--- config.mk ---
export PLATFORM = sky130hd
export DESIGN_NAME = harp_uart_tx
export DESIGN_NICKNAME = d
export VERILOG_FILES = /design/src/rtl/harp_uart_pkg.sv /design/src/rtl/harp_uart_baud.sv /design/src/rtl/harp_uart_tx.sv
export SDC_FILE = /design/constraint.sdc
export NUM_CORES = 1
export LEC_CHECK = 0
export ABC_AREA = 1
export CAP_MARGIN = 20
export CORE_ASPECT_RATIO = 1.2
export CORE_MARGIN = 2
export CORE_UTILIZATION = 50
export DETAILED_ROUTE_END_ITERATION = 12
export DONT_BUFFER_PORTS = 1
export GPL_ROUTABILITY_DRIVEN = 0
export GPL_TIMING_DRIVEN = 0
export PLACE_DENSITY_LB_ADDON = 0.15
export REMOVE_ABC_BUFFERS = 1
export SYNTH_ARGS = -nofsm -noshare
export SYNTH_HDL_FRONTEND = slang
export SYNTH_SLANG_ARGS = --single-unit
--- constraint.sdc ---
create_clock -name clk -period 2.1 [get_ports clk]
set_input_delay 0 -clock clk [delete_from_list [all_inputs] [get_ports clk]]
set_output_delay 0 -clock clk [all_outputs]
set_load 0.01 [all_outputs]
--- src/rtl/harp_uart_pkg.sv ---
// Shared types and helpers for the Harp clock-sync UART transmitter.
// Holds the FSM state type, frame constants and configuration checks.
package harp_uart_pkg;

  typedef enum logic [1:0] {
    IDLE,
    START,
    DATA,
    STOP
  } state_t;

  localparam int DATA_BITS = 8;

  function automatic int cycles_per_bit(
    input int clk_hz,
    input int baud
  );
    return (baud > 0) ? (clk_hz / baud) : 0;
  endfunction

  // Legal only for an exact integer divider of at least 2 and 1 or 2 stop bits.
  function automatic bit cfg_ok(
    input int clk_hz,
    input int baud,
    input int stop
  );
    if (baud <= 0) return 1'b0;
    return (clk_hz % baud == 0) &&
           (clk_hz / baud >= 2) &&
           (stop == 1 || stop == 2);
  endfunction

endpackage

--- src/rtl/harp_uart_baud.sv ---
// Bit-period tick generator for the Harp UART transmitter.
// tick marks the last cycle of each bit; clear realigns on an accepted start.
module harp_uart_baud
  import harp_uart_pkg::*;
#(
  parameter int CYCLES = 10
) (
  input  logic clk,
  input  logic reset_n,
  input  logic clear,
  output logic tick
);

  localparam int W = (CYCLES > 2) ? $clog2(CYCLES) : 1;
  localparam logic [W-1:0] LAST = W'(CYCLES - 1);

  logic [W-1:0] cnt;

  assign tick = (cnt == LAST);

  always_ff @(posedge clk or negedge reset_n) begin
    if (!reset_n) begin
      cnt <= '0;
    end else if (clear || tick) begin
      cnt <= '0;
    end else begin
      cnt <= cnt + 1'b1;
    end
  end

endmodule

--- src/rtl/harp_uart_tx.sv ---
// 8N1 UART transmitter fed by the Harp timestamp sequencer.
// Blanked frames keep identical timing but hold the line idle.
module harp_uart_tx
  import harp_uart_pkg::*;
#(
  parameter int CLK_RATE_HZ = 1000000,
  parameter int BAUD_RATE   = 100000,
  parameter int STOP_BITS   = 1
) (
  input  logic       clk,
  input  logic       reset_n,
  input  logic [7:0] uart_data,
  input  logic       uart_start,
  input  logic       uart_blank,
  output logic       uart_end,
  output logic       tx,
  output logic       busy
);

  localparam int CPB = cycles_per_bit(CLK_RATE_HZ, BAUD_RATE);
  localparam logic [3:0] LAST_DATA = 4'(DATA_BITS);
  localparam logic [3:0] LAST_IDX  = 4'(DATA_BITS + STOP_BITS);

  if (!cfg_ok(CLK_RATE_HZ, BAUD_RATE, STOP_BITS)) begin : g_cfg_err
    $error("harp_uart_tx: bad clock/baud/stop configuration");
  end

  state_t     state_q, state_d;
  logic [3:0] bit_q, bit_d;
  logic [7:0] shift_q, shift_d;
  logic       blank_q, blank_d;
  logic       tx_q, tx_d;
  logic       tick;
  logic       accept;

  assign accept = (state_q == IDLE) && uart_start;

  harp_uart_baud #(
    .CYCLES(CPB)
  ) u_baud (
    .clk    (clk),
    .reset_n(reset_n),
    .clear  (accept),
    .tick   (tick)
  );

  always_ff @(posedge clk or negedge reset_n) begin
    if (!reset_n) begin
      state_q <= IDLE;
    end else begin
      state_q <= state_d;
    end
  end

  always_ff @(posedge clk or negedge reset_n) begin
    if (!reset_n) begin
      bit_q   <= '0;
      shift_q <= '0;
      blank_q <= 1'b0;
      tx_q    <= 1'b1;
    end else begin
      bit_q   <= bit_d;
      shift_q <= shift_d;
      blank_q <= blank_d;
      tx_q    <= tx_d;
    end
  end

  // tx_d is the line level for the next cycle, so tx stays a clean flop.
  always_comb begin
    state_d = state_q;
    bit_d   = bit_q;
    shift_d = shift_q;
    blank_d = blank_q;
    tx_d    = tx_q;
    unique case (state_q)
      IDLE: begin
        tx_d = 1'b1;
        if (uart_start) begin
          state_d = START;
          bit_d   = '0;
          shift_d = uart_data;
          blank_d = uart_blank;
          tx_d    = uart_blank;
        end
      end
      START: begin
        if (tick) begin
          state_d = DATA;
          bit_d   = 4'd1;
          tx_d    = blank_q | shift_q[0];
        end
      end
      DATA: begin
        if (tick) begin
          bit_d = bit_q + 4'd1;
          if (bit_q == LAST_DATA) begin
            state_d = STOP;
            tx_d    = 1'b1;
          end else begin
            shift_d = shift_q >> 1;
            tx_d    = blank_q | shift_q[1];
          end
        end
      end
      STOP: begin
        tx_d = 1'b1;
        if (tick) begin
          if (bit_q == LAST_IDX) begin
            state_d = IDLE;
            bit_d   = '0;
          end else begin
            bit_d = bit_q + 4'd1;
          end
        end
      end
      default: begin
        state_d = IDLE;
        tx_d    = 1'b1;
      end
    endcase
  end

  assign uart_end = (state_q == STOP) && tick && (bit_q == LAST_IDX);
  assign busy     = (state_q != IDLE);
  assign tx       = tx_q;

endmodule
==> results of run 1 <==
[registers in the layout, indices dropped and copies added, names as in the netlist]
signal      flops
shift_q         8
tx              1
state_q         2
bit_q           4
u_baud.cnt      4
blank_q         1
[routing by layer]
metal | vias up | GRT usage, % | wire, um
met4 | 0 | 8.73 | 40
li1 | 489 | - | -
met1 | 467 | 21.1 | 967
met3 | 5 | 3.55 | 75
met2 | 19 | 37.5 | 1330
met5 | - | 0 | 0
[logic make-up after synthesis]
family	after synthesis	share of synthesized area (%)
adders and majority gates	9	9.04
buffers and inverters	20	7.93
xor gates and xnor gates	2	1.41
and+or+nand+nor	73	26.5
muxes	7	5.62
DFF	20	40.3
AOI/OAI and AO/OA	17	9.24
[power groups by stage]
stage	logic [mW]	clock network [mW]	registers (mW)
6_report	1.14	0.229	0.717
5_1_grt	1.31	0.261	0.742
4_1_cts	1.15	0.236	0.715
3_5_place_dp	1.12	0	0.724
3_3_place_gp	1.08	0	0.712
2_1_floorplan	0.935	0	0.684
[through the flow]
| stage | cells | setup WS [ns] |
|---|---|---|
| after detailed placement | 177 | 0.209 |
| after floorplan | 146 | 0.432 |
| after CTS | 193 | 0.164 |
| final | 193 | 0.179 |
| after global routing | 193 | 0.0330 |
| after global placement | 177 | 0.236 |
[final timing paths]
path | from | endpoint | slack, ns
max | state_q[0] | shift_q[3] | 0.18
min | uart_start | bit_q[2] | 0.06
max reg2reg | state_q[0] | shift_q[3] | 0.18
min reg2reg | tx | tx | 0.50
max in group asynchronous | reset_n | shift_q[3] | 1.26
min in group asynchronous | reset_n | bit_q[2] | 0.27
[worst reg2reg max path: stages, from the launching register on]
cell,delay (ns)
sky130_fd_sc_hd__dfrtp_1,0.44
sky130_fd_sc_hd__inv_1,0.12
sky130_fd_sc_hd__ha_1,0.58
sky130_fd_sc_hd__nor2_1,0.17
sky130_fd_sc_hd__nor2_2,0.18
sky130_fd_sc_hd__nand2_4,0.16
sky130_fd_sc_hd__nand2_1,0.12
sky130_fd_sc_hd__o21ai_2,0.05
[repair_timing]
item	in CTS	in global routing
resized for setup	0	0
hold endpoints to repair	34	0
endpoints found under the setup margin	0	0
hold buffers	12	0
[layout by cell type (no fill, tap or decap)]
cell type,n
sky130_fd_sc_hd__dfrtp_1,19
sky130_fd_sc_hd__ha_1,9
sky130_fd_sc_hd__nand2_1,38
sky130_fd_sc_hd__nand2_2,4
sky130_fd_sc_hd__nor2_1,17
sky130_fd_sc_hd__xor2_1,1
sky130_fd_sc_hd__mux2i_1,7
sky130_fd_sc_hd__inv_1,17
sky130_fd_sc_hd__clkbuf_8,1
sky130_fd_sc_hd__nor2_4,2
sky130_fd_sc_hd__nor3_1,1
sky130_fd_sc_hd__dlygate4sd3_1,12
sky130_fd_sc_hd__a21oi_1,6
sky130_fd_sc_hd__o21ai_0,3
sky130_fd_sc_hd__xnor2_1,1
sky130_fd_sc_hd__clkbuf_4,3
sky130_fd_sc_hd__nand2_4,2
sky130_fd_sc_hd__nand3_1,6
sky130_fd_sc_hd__o21ai_2,8
sky130_fd_sc_hd__dfstp_2,1
sky130_fd_sc_hd__nor2_2,3
sky130_fd_sc_hd__inv_2,1
[layout make-up]
cell class	count	area, um^2	share of cell area (%)
Inverter	18	67.6	4.79
Clock buffer	4	36.3	2.57
Timing Repair Buffer	12	120	8.52
Sequential cell	20	502	35.6
Multi-Input combinational cell	108	646	45.8
Tap cell	31	38.8	2.75
==> metrics.sh, run 1 <==
WORST_CLOCK_SKEW_NS=0.00650
TRITONCTS='yes'
DRT_FIRST_ITER_VIOLATIONS=15
SETUP_VIOLATION_TOTAL_IN_THE_FINAL_TIMING_REPORT=0
AVGSYNTHCELLAREA_UM2=8.42
DRT_PASS1_ITERATIONS=7
NUMBER_OF_GLOBAL_ROUTE_VIAS_BEFORE_REPAIR=1016
HOLD_VIOL_FINAL=0
INTERNAL_PORTION_OF_TOTAL_POWER_mW=1.10
RR_WORST_DEPTH=7
CRITICAL_PATH.STARTPOINT_TYPE='flop'
CLOCK_INSERTION_DELAY_WORST_SKEW_NS=0.30
FINAL_NETS=184
MAXIMUM_CAPACITANCE_VIOLATIONS=0
CTS_INSERTED_BUFFERS=3
IO-PIN-COUNT=15
MOST_REPEATED_CELL_IN_THE_GATE_LEVEL_NETLIST_AFTER_SYNTHESIS='sky130_fd_sc_hd__nand2_1'
POWER.COMBINATIONAL.FRACTION_PCT=54.7
CRITICAL_PATH_S_LARGEST_STAGE_DELAY_NS=0.58
NUMBER_OF_FLIP_FLOPS_AND_LATCHES_IN_THE_SYNTHESIZED_NETLIST=20
POWER_DENSITY_nW_PER_UM2=1480
CP_CELL_SEQUENCE='inv_1 -> ha_1 -> nor2_1 -> nor2_2 -> nand2_4 -> nand2_1 -> o21ai_2'
DESIGN.CORE.AREA_UM2=2330
POST_DRT_WL_PER_CELL_UM=12.5
PLACE_HPWL_MM=1.79
TIMING.FMAX_MHz=521
FINAL-MAX-SLEW-VIOLATION-COUNT=0
COUNT_OF_SYNTHESIS_STAGE_WARNINGS_FROM_YOSYS=0
ROUTE.ANTENNA.REMAINING_NETS=0
NFILLCELLS=230
P_SWITCHING_uW=986
CLOCK_SINK_COUNT=20
CRITICAL_PATH_REQUIRED_NS=2.30
PORT_BUFFERS=0
ANTENNA-DIODE-COUNT=0
CRIT_TYPE='flop to flop'
STD_CELL_ROWS=19
ANTENNA_FOUND_INITIAL=0
SYNTH.LIB_CELLS_USED.DISTINCT=21
CRIT_PATH_TOP_DELAY_CELL='sky130_fd_sc_hd__ha_1'
WORST-ENDPOINT-ARRIVAL_NS=2.12
TIMING.HOLD.WS_NS=0.0556
SYNTH.YOSYS.SEQ_AREA_SHARE_PCT=40.3
WORSTPATHBUFFERINVERTERCOUNT=1
SYNTH-MAIN-FF-CELL='sky130_fd_sc_hd__dfrtp_1'
WORST-PATH-MAX-FANOUT=16
FINAL_MIN_PERIOD_OVER_CLOCK_PERIOD_PCT=91.5
DIE_AREA_UM2=2910
POST_DETAILED_ROUTING_WIRE_LENGTH_MM=2.41
CTS_ROOT_BUF='sky130_fd_sc_hd__clkbuf_4'
SYNTH_EDF_COUNT=0
SYNTH_COMMONEST_CELLS='sky130_fd_sc_hd__nand2_1 (38), sky130_fd_sc_hd__dfrtp_1 (19), sky130_fd_sc_hd__inv_1 (17), sky130_fd_sc_hd__nor2_1 (17), sky130_fd_sc_hd__ha_1 (9)'
POST-SYNTH-TOP-AREA-CELL='sky130_fd_sc_hd__dfrtp_1'
CLKPWRFRAC_PCT=10.9
POWER_FRAC_SEQ_PCT=34.3
GRT_START_MAX_NET_PINS=21
VIAS=980
SLEW-LIMIT-HEADROOM_PCT=37.3
CTS_BUFFER_DEPTH=2
GLOBALROUTE.TOTALOVERFLOW=0
POST-SYNTH-TOP-AREA-FRACTION_PCT=38.2
FINALINSTANCEAREA_UM2=1410
WORST_HOLD_PATH_DEPTH=5
CP_NUM_CELLS=7
GRT_USE_TOTAL_PCT=19.7
GLOBAL_ROUTE_WIRE_LENGTH_BEFORE_REPAIR_MM=4.35
CTS.HTREE.LEVELS=1
DRIVE_ABOVE_1_SHARE_PCT=15.4
P_LEAK_nW=0.696
GRT_SETUP_UNREPAIRED='false'
POST_SYNTH_INSTANCE_AREA_UM2=1250
DRC=0
P_TOTAL_mW=2.09
LAYOUT_STAGE_AREA_GROWTH_OVER_THE_SYNTHESIS_RESULT_PCT=13.2
FINAL_CORE_UTIL_PCT=60.5
CHIPWIDTH_UM=49.6
CTS_SETUP_BUFFERS=0
SYN_INST=148
ASYNC_FLOP_SHARE_PCT=100
SWITCHING_SHARE_PCT=47.2
SYNTH_AREA_LEADERS='sky130_fd_sc_hd__dfrtp_1 (38%), sky130_fd_sc_hd__nand2_1 (11%), sky130_fd_sc_hd__ha_1 (9.0%)'
SETUP_TNS_NS=0
WORST-SLEW-PIN-TRANSITION_NS=0.937
MIN_PERIOD_NS=1.92
PLACED_CELL_AREA_UM2=1250
WORST_SETUP_HOLD_PATH_CLK_SLEW_NS=0.12
TIMING.HOLD.WORST.CLASS='input port to flop'
WORSTSETUPENDPOINTTYPE='flop'
FLOORPLAN.INITIALDENSITY_PCT=53.5
WORST_PATH_DOMINANT_CELL_FAMILY='simple AND/OR/NAND/NOR gates'
DRT-VIAS-PER-INSTANCE=5.08
VDD.IR_DROP.WORST_mV=1.04
STATUS='finished clean'
DIE_H_UM=58.7
Power figures use the tool's default switching activity.
==> inputs of run 2 (changes only) <==
==> constraint.sdc (replaced) <==
create_clock -name clk -period 2.1 [get_ports clk]
set_input_delay 0.315 -clock clk [delete_from_list [all_inputs] [get_ports clk]]
set_output_delay 0.315 -clock clk [all_outputs]
set_load 0.01 [all_outputs]
==> metrics.sh, run 2 (synthesis gave the netlist of run 1 again) <==
STATUS='finished clean'  # unchanged
FINALINSTANCEAREA_UM2=1300  # was 1410 um^2
PLACE_HPWL_MM=1.79  # unchanged
P_SWITCHING_uW=972  # was 986 uW
CLKPWRFRAC_PCT=11.2  # was 10.9%
WORST_CLOCK_SKEW_NS=0.00563  # was 0.00650 ns
POST_DETAILED_ROUTING_WIRE_LENGTH_MM=2.30  # was 2.41 mm
FINAL_NETS=173  # was 184
HOLD_VIOL_FINAL=0  # unchanged
NFILLCELLS=242  # was 230
TIMING.HOLD.WORST.CLASS='input port to flop'  # unchanged
MOST_COMMON_CELL_AFTER_LAYOUT_FILL_AND_TAPS_ASIDE='sky130_fd_sc_hd__nand2_1'  # unchanged
DRT-VIAS-PER-INSTANCE=5.05  # was 5.08
POWER_DENSITY_nW_PER_UM2=1580  # was 1480 nW/um^2
GRT_START_MAX_NET_PINS=21  # unchanged
WORSTSETUPENDPOINTTYPE='flop'  # unchanged
GRT_USE_TOTAL_PCT=19.0  # was 19.7%
POST_CTS_REPAIR_RESIZE_COUNT=0  # unchanged
LAYOUT_STAGE_AREA_GROWTH_OVER_THE_SYNTHESIS_RESULT_PCT=4.32  # was 13.2%
WORST-PATH-MAX-FANOUT=16  # unchanged
AREA_TAKEN_BY_FLIP_FLOPS_AND_LATCHES_UM2=502  # unchanged
CRITICAL_PATH.STARTPOINT_TYPE='flop'  # unchanged
CP_CELL_SEQUENCE='inv_1 -> ha_1 -> nor2_1 -> nor2_2 -> nand2_4 -> nand2_1 -> o21ai_2'  # unchanged
INSTANCES_NO_FILL=182  # was 193
MAX_FLOP_REGISTER='shift_q'  # unchanged
POWER_FRAC_SEQ_PCT=34.7  # was 34.3%
IO-PIN-COUNT=15  # unchanged
CRIT_PATH_TOP_DELAY_CELL='sky130_fd_sc_hd__ha_1'  # unchanged
CRIT_TYPE='flop to flop'  # unchanged
WORST-ENDPOINT-ARRIVAL_NS=2.09  # was 2.12 ns
POWER.COMBINATIONAL.FRACTION_PCT=54.1  # was 54.7%
PORT_BUFFERS=0  # unchanged
FINAL-MAX-SLEW-VIOLATION-COUNT=0  # unchanged
FLIP_FLOP_COUNT_OF_THE_LARGEST_REGISTER_ALL_COPIES_AND_WORDS_ADDED=8  # unchanged
WORST_SETUP_HOLD_PATH_CLK_SLEW_NS=0.12  # about the same
CTS_INSERTED_BUFFERS=3  # unchanged
DRC=0  # unchanged
CTS_SETUP_BUFFERS=0  # unchanged
FINAL_MIN_PERIOD_OVER_CLOCK_PERIOD_PCT=89.7  # was 91.5%
VIAS=920  # was 980
PLACED_CELL_AREA_UM2=1250  # unchanged
WORST-SLEW-PIN-TRANSITION_NS=0.927  # was 0.937 ns
CRITICAL_PATH_S_LARGEST_STAGE_DELAY_NS=0.56  # was 0.58 ns
SLEW-LIMIT-HEADROOM_PCT=38.0  # was 37.3%
CTS.HTREE.LEVELS=1  # unchanged
STD_CELL_ROWS=19  # unchanged
VDD.IR_DROP.WORST_mV=1.04  # about the same
DRT_PASS1_ITERATIONS=4  # was 7
ANTENNA-DIODE-COUNT=0  # unchanged
TIMING.FMAX_MHz=531  # was 521 MHz
MAXIMUM_CAPACITANCE_VIOLATIONS=0  # unchanged
SETUP_VIOLATION_TOTAL_IN_THE_FINAL_TIMING_REPORT=0  # unchanged
GLOBALROUTE.TOTALOVERFLOW=0  # unchanged
CTS_BUFFER_DEPTH=2  # unchanged
ANTENNA_FOUND_INITIAL=0  # unchanged
DRT_FIRST_ITER_VIOLATIONS=27  # was 15
FLOORPLAN.INITIALDENSITY_PCT=53.5  # unchanged
REG_TOP3='shift_q: 8 flops, bit_q: 4 flops, u_baud.cnt: 4 flops'  # unchanged
WORST_HOLD_PATH_DEPTH=2  # was 5
INTERNAL_PORTION_OF_TOTAL_POWER_mW=1.08  # was 1.10 mW
MIN_PERIOD_NS=1.88  # was 1.92 ns
MULTI_INPUT_AREA_UM2=646  # unchanged
NUMBER_OF_GLOBAL_ROUTE_VIAS_BEFORE_REPAIR=963  # was 1016
GLOBAL_ROUTE_WIRE_LENGTH_BEFORE_REPAIR_MM=4.20  # was 4.35 mm
CRITICAL_PATH_REQUIRED_NS=2.31  # was 2.30 ns
ROUTE.ANTENNA.REMAINING_NETS=0  # unchanged
TRITONCTS='yes'  # unchanged
DIE_AREA_UM2=2910  # unchanged
SWITCHING_SHARE_PCT=47.3  # was 47.2%
SETUP_TNS_NS=0  # unchanged
CLOCK_SINK_COUNT=20  # unchanged
DRIVE_ABOVE_1_SHARE_PCT=16.6  # was 15.4%
CHIPWIDTH_UM=49.6  # unchanged
INST_COUNT_DP=177  # unchanged
P_LEAK_nW=0.648  # was 0.696 nW
MOST_USED_CELLS_IN_THE_LAYOUT_EXCLUDING_FILL_AND_TAP_CELLS='sky130_fd_sc_hd__nand2_1 (38), sky130_fd_sc_hd__dfrtp_1 (19), sky130_fd_sc_hd__inv_1 (17), sky130_fd_sc_hd__nor2_1 (17), sky130_fd_sc_hd__ha_1 (9)'  # was sky130_fd_sc_hd__nand2_1 (38), sky130_fd_sc_hd__dfrtp_1 (19), sky130_fd_sc_hd__inv_1 (17), sky130_fd_sc_hd__nor2_1 (17), sky130_fd_sc_hd__dlygate4sd3_1 (12)
CTS_ROOT_BUF='sky130_fd_sc_hd__clkbuf_4'  # unchanged
POST_DRT_WL_PER_CELL_UM=12.6  # was 12.5 um
DESIGN.CORE.AREA_UM2=2330  # unchanged
CLOCK_INSERTION_DELAY_WORST_SKEW_NS=0.31  # was 0.30 ns
DIE_H_UM=58.7  # unchanged
RR_WORST_DEPTH=7  # unchanged
GRT_SETUP_UNREPAIRED='false'  # unchanged
run 2: cell count changes in the layout (fill, tap and decap cells not counted), sizes merged:
cell and delta:
dlygate4sd3 -11
run 2: stage by stage:
stage               setup WS [ns]  utilization (%)  hold slack [ns]  power [mW]
floorplan                   0.432                -           0.0194        1.62
global placement            0.236             53.8           0.0198        1.79
detailed placement          0.209             53.8           0.0200        1.84
CTS                         0.164             55.8            0.149        2.09
global route               0.0456             55.8            0.142        2.29
finish                      0.216             55.8            0.148        2.06
run 2: path summary, 6_finish.rpt:
check | from | to | slack, ns
worst max register to register | state_q[0] | shift_q[1] | 0.22
min in group asynchronous | reset_n | bit_q[2] | 0.57
worst max-delay path | state_q[0] | shift_q[1] | 0.22
max in group asynchronous | reset_n | shift_q[3] | 0.96
worst min register to register | tx | tx | 0.50
worst min-delay path | uart_data[7] | shift_q[7] | 0.15
run 2: area by class of cell:
class,count,share of cell area [%]
Multi-Input combinational cell,108,49.7
Inverter,18,5.20
Tap cell,31,2.98
Clock buffer,4,2.79
Sequential cell,20,38.6
Timing Repair Buffer,1,0.770
run 2: metal layers:
layer,share of wire (%),GRT usage [%],up-vias
met2,54,36.2,18
li1,-,-,468
met5,0,0,-
met1,40,20.2,429
met4,1.8,8.33,0
met3,4.0,3.81,5
run 2: timing repair:
action | 4_1_cts | 5_1_grt
endpoints found under the hold margin | 20 | 0
setup endpoints to repair | 0 | 0
hold buffers | 1 | 0
run 2: power groups by stage:
stage               registers (mW)  clock network, mW  logic (mW)
detailed placement           0.724                  0        1.12
global route                 0.743              0.260        1.28
CTS                          0.715              0.236        1.13
floorplan                    0.684                  0       0.935
finish                       0.714              0.231        1.11
global placement             0.712                  0        1.08
run 2: worst max-delay path, delay by kind of cell, from the launching register on:
family	cells	cell delay, ns
buf+inv	1	0.12
compound gates	1	0.05
flops	1	0.44
fa+ha+maj	1	0.56
simple gates	4	0.61
